**src/rtl/rom_arb_pkg.sv**
```systemverilog
// Shared definitions for the ROM port arbiter: response owner encoding,
// default geometry and the ROM base address.
package rom_arb_pkg;

  typedef enum logic [1:0] {
    OWN_NONE = 2'd0,
    OWN_IF   = 2'd1,
    OWN_D    = 2'd2
  } owner_e;

  localparam int          DEF_AW   = 7;
  localparam int          DEF_DW   = 32;
  localparam logic [31:0] ROM_BASE = 32'h0000_0000;

endpackage

```
**src/rtl/rom_addr_check.sv**
```systemverilog
// Combinational range/alignment check and word-index extraction for one
// requester's byte address.
module rom_addr_check
  import rom_arb_pkg::*;
#(
  parameter int AW = DEF_AW
) (
  input  logic [31:0]   addr,
  output logic          ok,
  output logic [AW-1:0] idx
);

  logic [31:0] offset_s;

  // Offset from the ROM base; only word-aligned offsets inside the array pass.
  always_comb begin
    offset_s = addr - ROM_BASE;
    ok       = (offset_s[1:0] == 2'b00) && (offset_s[31:AW+2] == {(30-AW){1'b0}});
    idx      = offset_s[AW+1:2];
  end

endmodule

```
**src/rtl/rom_port_arbiter.sv**
```systemverilog
// Shares one registered single-port ROM between instruction fetch and data
// loads: data-first priority with a fetch starvation guard, 1-cycle responses.
module rom_port_arbiter
  import rom_arb_pkg::*;
#(
  parameter int AW           = DEF_AW,
  parameter int DW           = DEF_DW,
  parameter int MAX_DATA_RUN = 2
) (
  input  logic          clk,
  input  logic          rst,
  input  logic          if_req,
  input  logic [31:0]   if_addr,
  output logic          if_ack,
  output logic          if_rvalid,
  output logic [DW-1:0] if_rdata,
  output logic          if_err,
  input  logic          d_req,
  input  logic [31:0]   d_addr,
  output logic          d_ack,
  output logic          d_rvalid,
  output logic [DW-1:0] d_rdata,
  output logic          d_err,
  output logic          rom_en,
  output logic [AW-1:0] rom_a,
  input  logic [DW-1:0] rom_q
);

  localparam logic [3:0] RUN_MAX = 4'(MAX_DATA_RUN);

  logic          if_ok_s, d_ok_s;
  logic [AW-1:0] if_idx_s, d_idx_s;
  logic          guard_s;
  logic          if_ack_s, d_ack_s;
  logic          gnt_ok_s;
  logic [AW-1:0] gnt_idx_s;
  logic          rom_en_s;
  logic [AW-1:0] rom_a_s;
  logic [DW-1:0] resp_data_s;

  logic [3:0]    run_cnt_r;
  owner_e        owner_r;
  logic          err_r;
  logic [AW-1:0] rom_a_r;
  logic [DW-1:0] if_hold_r, d_hold_r;

  rom_addr_check #(.AW(AW)) u_if_chk (.addr(if_addr), .ok(if_ok_s), .idx(if_idx_s));
  rom_addr_check #(.AW(AW)) u_d_chk  (.addr(d_addr),  .ok(d_ok_s),  .idx(d_idx_s));

  // Grant selection: data first unless fetch has waited out MAX_DATA_RUN data grants.
  always_comb begin
    guard_s  = if_req && (run_cnt_r == RUN_MAX);
    if_ack_s = 1'b0;
    d_ack_s  = 1'b0;
    if (rst) begin
      if_ack_s = 1'b0;
      d_ack_s  = 1'b0;
    end else if (d_req && !guard_s) begin
      d_ack_s = 1'b1;
    end else if (if_req) begin
      if_ack_s = 1'b1;
    end else begin
      if_ack_s = 1'b0;
      d_ack_s  = 1'b0;
    end
  end

  // ROM strobe/index for the granted address; a rejected address reads nothing.
  always_comb begin
    gnt_ok_s  = 1'b0;
    gnt_idx_s = rom_a_r;
    if (d_ack_s) begin
      gnt_ok_s  = d_ok_s;
      gnt_idx_s = d_idx_s;
    end else if (if_ack_s) begin
      gnt_ok_s  = if_ok_s;
      gnt_idx_s = if_idx_s;
    end else begin
      gnt_ok_s  = 1'b0;
      gnt_idx_s = rom_a_r;
    end
    rom_en_s = gnt_ok_s;
    rom_a_s  = rom_en_s ? gnt_idx_s : rom_a_r;
  end

  // Response word: an errored access returns zero instead of ROM contents.
  always_comb begin
    resp_data_s = err_r ? {DW{1'b0}} : rom_q;
  end

  // Run counter, response owner/error tracking and last driven ROM index.
  always_ff @(posedge clk or posedge rst) begin
    if (rst) begin
      run_cnt_r <= 4'd0;
      owner_r   <= OWN_NONE;
      err_r     <= 1'b0;
      rom_a_r   <= {AW{1'b0}};
    end else begin
      if (if_ack_s || !if_req) begin
        run_cnt_r <= 4'd0;
      end else if (d_ack_s && (run_cnt_r != RUN_MAX)) begin
        run_cnt_r <= run_cnt_r + 4'd1;
      end else begin
        run_cnt_r <= run_cnt_r;
      end
      if (d_ack_s) begin
        owner_r <= OWN_D;
        err_r   <= !d_ok_s;
      end else if (if_ack_s) begin
        owner_r <= OWN_IF;
        err_r   <= !if_ok_s;
      end else begin
        owner_r <= OWN_NONE;
        err_r   <= 1'b0;
      end
      rom_a_r <= rom_a_s;
    end
  end

  // Per-requester holding registers keep the last returned word visible.
  always_ff @(posedge clk or posedge rst) begin
    if (rst) begin
      if_hold_r <= {DW{1'b0}};
      d_hold_r  <= {DW{1'b0}};
    end else begin
      if (owner_r == OWN_IF) begin
        if_hold_r <= resp_data_s;
      end else begin
        if_hold_r <= if_hold_r;
      end
      if (owner_r == OWN_D) begin
        d_hold_r <= resp_data_s;
      end else begin
        d_hold_r <= d_hold_r;
      end
    end
  end

  assign if_ack    = if_ack_s;
  assign d_ack     = d_ack_s;
  assign rom_en    = rom_en_s;
  assign rom_a     = rom_a_s;
  assign if_rvalid = (owner_r == OWN_IF);
  assign d_rvalid  = (owner_r == OWN_D);
  assign if_err    = if_rvalid && err_r;
  assign d_err     = d_rvalid && err_r;
  assign if_rdata  = if_rvalid ? resp_data_s : if_hold_r;
  assign d_rdata   = d_rvalid ? resp_data_s : d_hold_r;

endmodule

```
**config.mk**
```make
export PLATFORM = sky130hd
export DESIGN_NAME = rom_port_arbiter
export DESIGN_NICKNAME = d
export VERILOG_FILES = /design/src/rtl/rom_arb_pkg.sv /design/src/rtl/rom_addr_check.sv /design/src/rtl/rom_port_arbiter.sv
export SDC_FILE = /design/constraint.sdc
export NUM_CORES = 1
export LEC_CHECK = 0
export CORE_ASPECT_RATIO = 0.9
export CORE_MARGIN = 4
export CORE_UTILIZATION = 35
export DETAILED_ROUTE_END_ITERATION = 6
export PLACE_DENSITY = 0.77
export SYNTH_ARGS = -nofsm -noshare
export SYNTH_HDL_FRONTEND = slang
export SYNTH_SLANG_ARGS = --single-unit
```
**constraint.sdc**
```tcl
create_clock -name clk -period 3.9 [get_ports clk]
set_clock_uncertainty 0.05 [all_clocks]
set_input_delay 0.975 -clock clk [delete_from_list [all_inputs] [get_ports clk]]
set_output_delay 0.975 -clock clk [all_outputs]
set_load 0.01 [all_outputs]
```
==> summary.txt <==
Outcome
  • Status: completed

Timing
  • Max-slew headroom: 0.386
  • Final Cycle Share: 0.979
  • Fin crit period: between 3000 and 4000 ps
  • FMAX: between 0.2 and 0.3 GHz
  • Fin. max-slew vios: 0
  • TNS Setup: 0 ps
  • Setup violators final: 0
  • Worst-Margin Slew: around 920 ps
  • Min Hold Slack: 443 ps
  • Worst Slack Setup Final: approximately 80 ps
  • Hold Vio Cnt, Final: 0

Die
  • Core area: 8770 um2
  • Initial Utilization: 0.368
  • Die ar.: roughly 11000 um2
  • Chip width: ~110 um
  • I/O pin cnt: 178
  • Rows: 32
  • Die span in y: around 99 um

Final layout
  • Final nets: between 600 and 700
  • Antenna Cells: 0
  • Final Cell Area: 5540 um2
  • Area Growth Syn to Fin: 71.7%
  • Final core area utilization: 0.631
  • Cell Count, Final, Fillers Out: 648
  • Share of cells above drive strength 1: 0.125

Placement
  • Pre-CTS setup slack: -236 ps
  • Port Buf Inserts: around 180
  • Post-DP Area: approximately 5200 um2
  • Dpl cells: around 630
  • HPWL after DPL: 7.74 mm
  • GP Congestion: 0.737

Detailed routing
  • Antenna-violating nets left: 0
  • Vias/cell: about 4.8
  • DRT iter0 DRCs: 116
  • Total wire length: 9.98 mm
  • Via Count: 3099
  • Avg WL per Cell: roughly 15 um
  • DRC violations left: 0
  • Detailed Routing Iterations Pass 1: 4

Power and ir drop
  • PwrDens: ~410 nW/um2
  • Post-layout power: roughly 2.3 mW
  • Pleak: ~2.5 nW
  • Max rail drop VDD: roughly 0.19 mV

Worst setup path
  • Critical Path End Type: output port
  • Crit Path Class: input port to output port
  • CP max FO: 4
  • Worst EP required: 2870 ps
  • Arrival time at the worst endpoint: around 2800 ps
  • CP Launch Type: input port

Logic synthesis
  • Sequential fraction of the synthesis area: 0.606
  • Commonest register cell after synthesis: dfrtp_1
  • Cells after Synth: 331
  • Post-Syn Area: roughly 3200 um2
  • Asr flop ratio synth: 1.00
  • Netlist cell types: 30
  • Syn Area/Cell: around 9.7 um2
  • Share of the synthesized area in the top cell type: 0.606
  • Most numerous cell in the Yosys netlist: nand2_1
  • Seq cells post-synth: 78
  • Synth area leaders: dfrtp_1, nand2_1, o21ai_0
  • Post-synth top cells: nand2_1, dfrtp_1, o21ai_0
  • Synth area leader: dfrtp_1
  • Syn nets: roughly 430
  • Post-synth EDFFs: 0
  • Yosys warnings: 0

GRT
  • Largest net degree at the start of global routing: 55
  • Grt ovf: 0
  • Number of global-route vias before repair: 3298
  • GRT Overall Usage: 0.185
  • Initial antenna violation count: 0
  • Global-route wire length before repair: 15.6 mm

Clocking
  • H-tree depth: 3
  • Num CTS Buffers: 9
  • Clk slew on worst S/H paths: 70 ps
  • Bufs on Longest Clock Path: 2
  • Clk sinks: 78
  • TritonCTS clock tree: built
  • Root Driver: clkbuf_8
  • Insertion delay to the later sink of the worst-skew pair: approximately 340 ps

Job
  • MaxCap Viol Count: 0

Worst hold path
  • Hold crit path type: flop to flop
[report_power, final]
part | internal (mW) | switching [mW] | total [mW]
Clock | 0.382 | 0.297 | 0.679
Combinational | 0.357 | 0.293 | 0.649
Sequential | 0.930 | 0.0345 | 0.965
[cells by family after synthesis]
logic type / count (synthesis) / synth area share
AND/OR/NAND/NOR: 133 / 0.180
AO/OA/AOI/OAI: 81 / 0.143
flip-flops: 78 / 0.606
buffers and inverters: 30 / 0.0357
multiplexers: 7 / 0.0280
adder cells (fa/ha/maj): 2 / 0.00776
[final cells by class]
class / instances / area, um2
clock inverters: 6 / 93.8
clock buffers: 10 / 138
multi-input cells: 223 / 1200
well taps: 119 / 149
flip-flops and latches: 78 / 1950
inverters: 13 / 52.6
repair buffers: 199 / 1950
fillers: 731 / 3230
[worst paths after layout]
kind | from | end | slack (ps) | cells past startpoint
setup reg to reg | run_cnt_r[0] | rom_a_r[3] | 1860 | 11
min in group asynchronous | rst | if_hold_r[20] | 1090 | 3
max in group asynchronous | rst | d_hold_r[25] | 2350 | 3
hold reg to reg | d_hold_r[8] | d_hold_r[8] | 440 | 2
hold / removal | d_hold_r[8] | d_hold_r[8] | 440 | 2
setup / recovery | if_addr[31] | rom_a[3] | 80 | 8
[timing repair]
item | 4_1_cts | 5_1_grt
gates cloned | 0 | 0
buffers inserted | 5 | 1
pin swaps | 4 | 4
hold buffers | 0 | 0
endpoints found under the hold margin | 0 | 0
resized for setup | 10 | 10
endpoints found under the setup margin | 8 | 8
[layout by cell type, fill, tap and decap left out, types with 2 or more instances in the layout]
cell type	netlist	routed
mux2_4	4	4
nor2_1	4	4
nand2b_2	0	2
nor2_2	3	2
o22ai_1	4	4
buf_12	0	2
dlygate4sd2_1	0	4
a22o_2	4	4
nand3_1	3	3
nand2_1	99	99
and2_1	3	3
nor4_2	0	5
clkinv_4	0	2
nand4_1	3	3
dfrtp_1	78	78
ha_1	2	2
inv_1	9	9
nor4_1	10	5
bufinv_16	0	2
o21ai_0	69	69
mux2i_1	3	3
buf_4	0	19
clkbuf_2	0	2
clkdlybuf4s50_1	0	169
nor3_1	2	2
clkbuf_8	0	10
[critical path, stage by stage]
cell             delay, ps
clkdlybuf4s50_1        430
nor4_2                 270
nand4_1                180
nor2_4                 180
a22oi_4                120
buf_4                  160
mux2i_1                180
dlygate4sd2_1          310
[registers in the layout, summed over array words and instances, names as in the netlist]
register	flops
d_hold_r	32
err_r	1
if_hold_r	32
run_cnt_r	4
owner_r	2
rom_a_r	7
[metal layers]
layer,global-route usage,vias to the layer above,part of all wire
met5,0,-,0
met4,0.0631,0,0.020
met3,0.0537,18,0.073
met2,0.351,124,0.55
met1,0.190,1457,0.36
li1,-,1500,-
No activity file was read; power rests on OpenSTA's default activity.
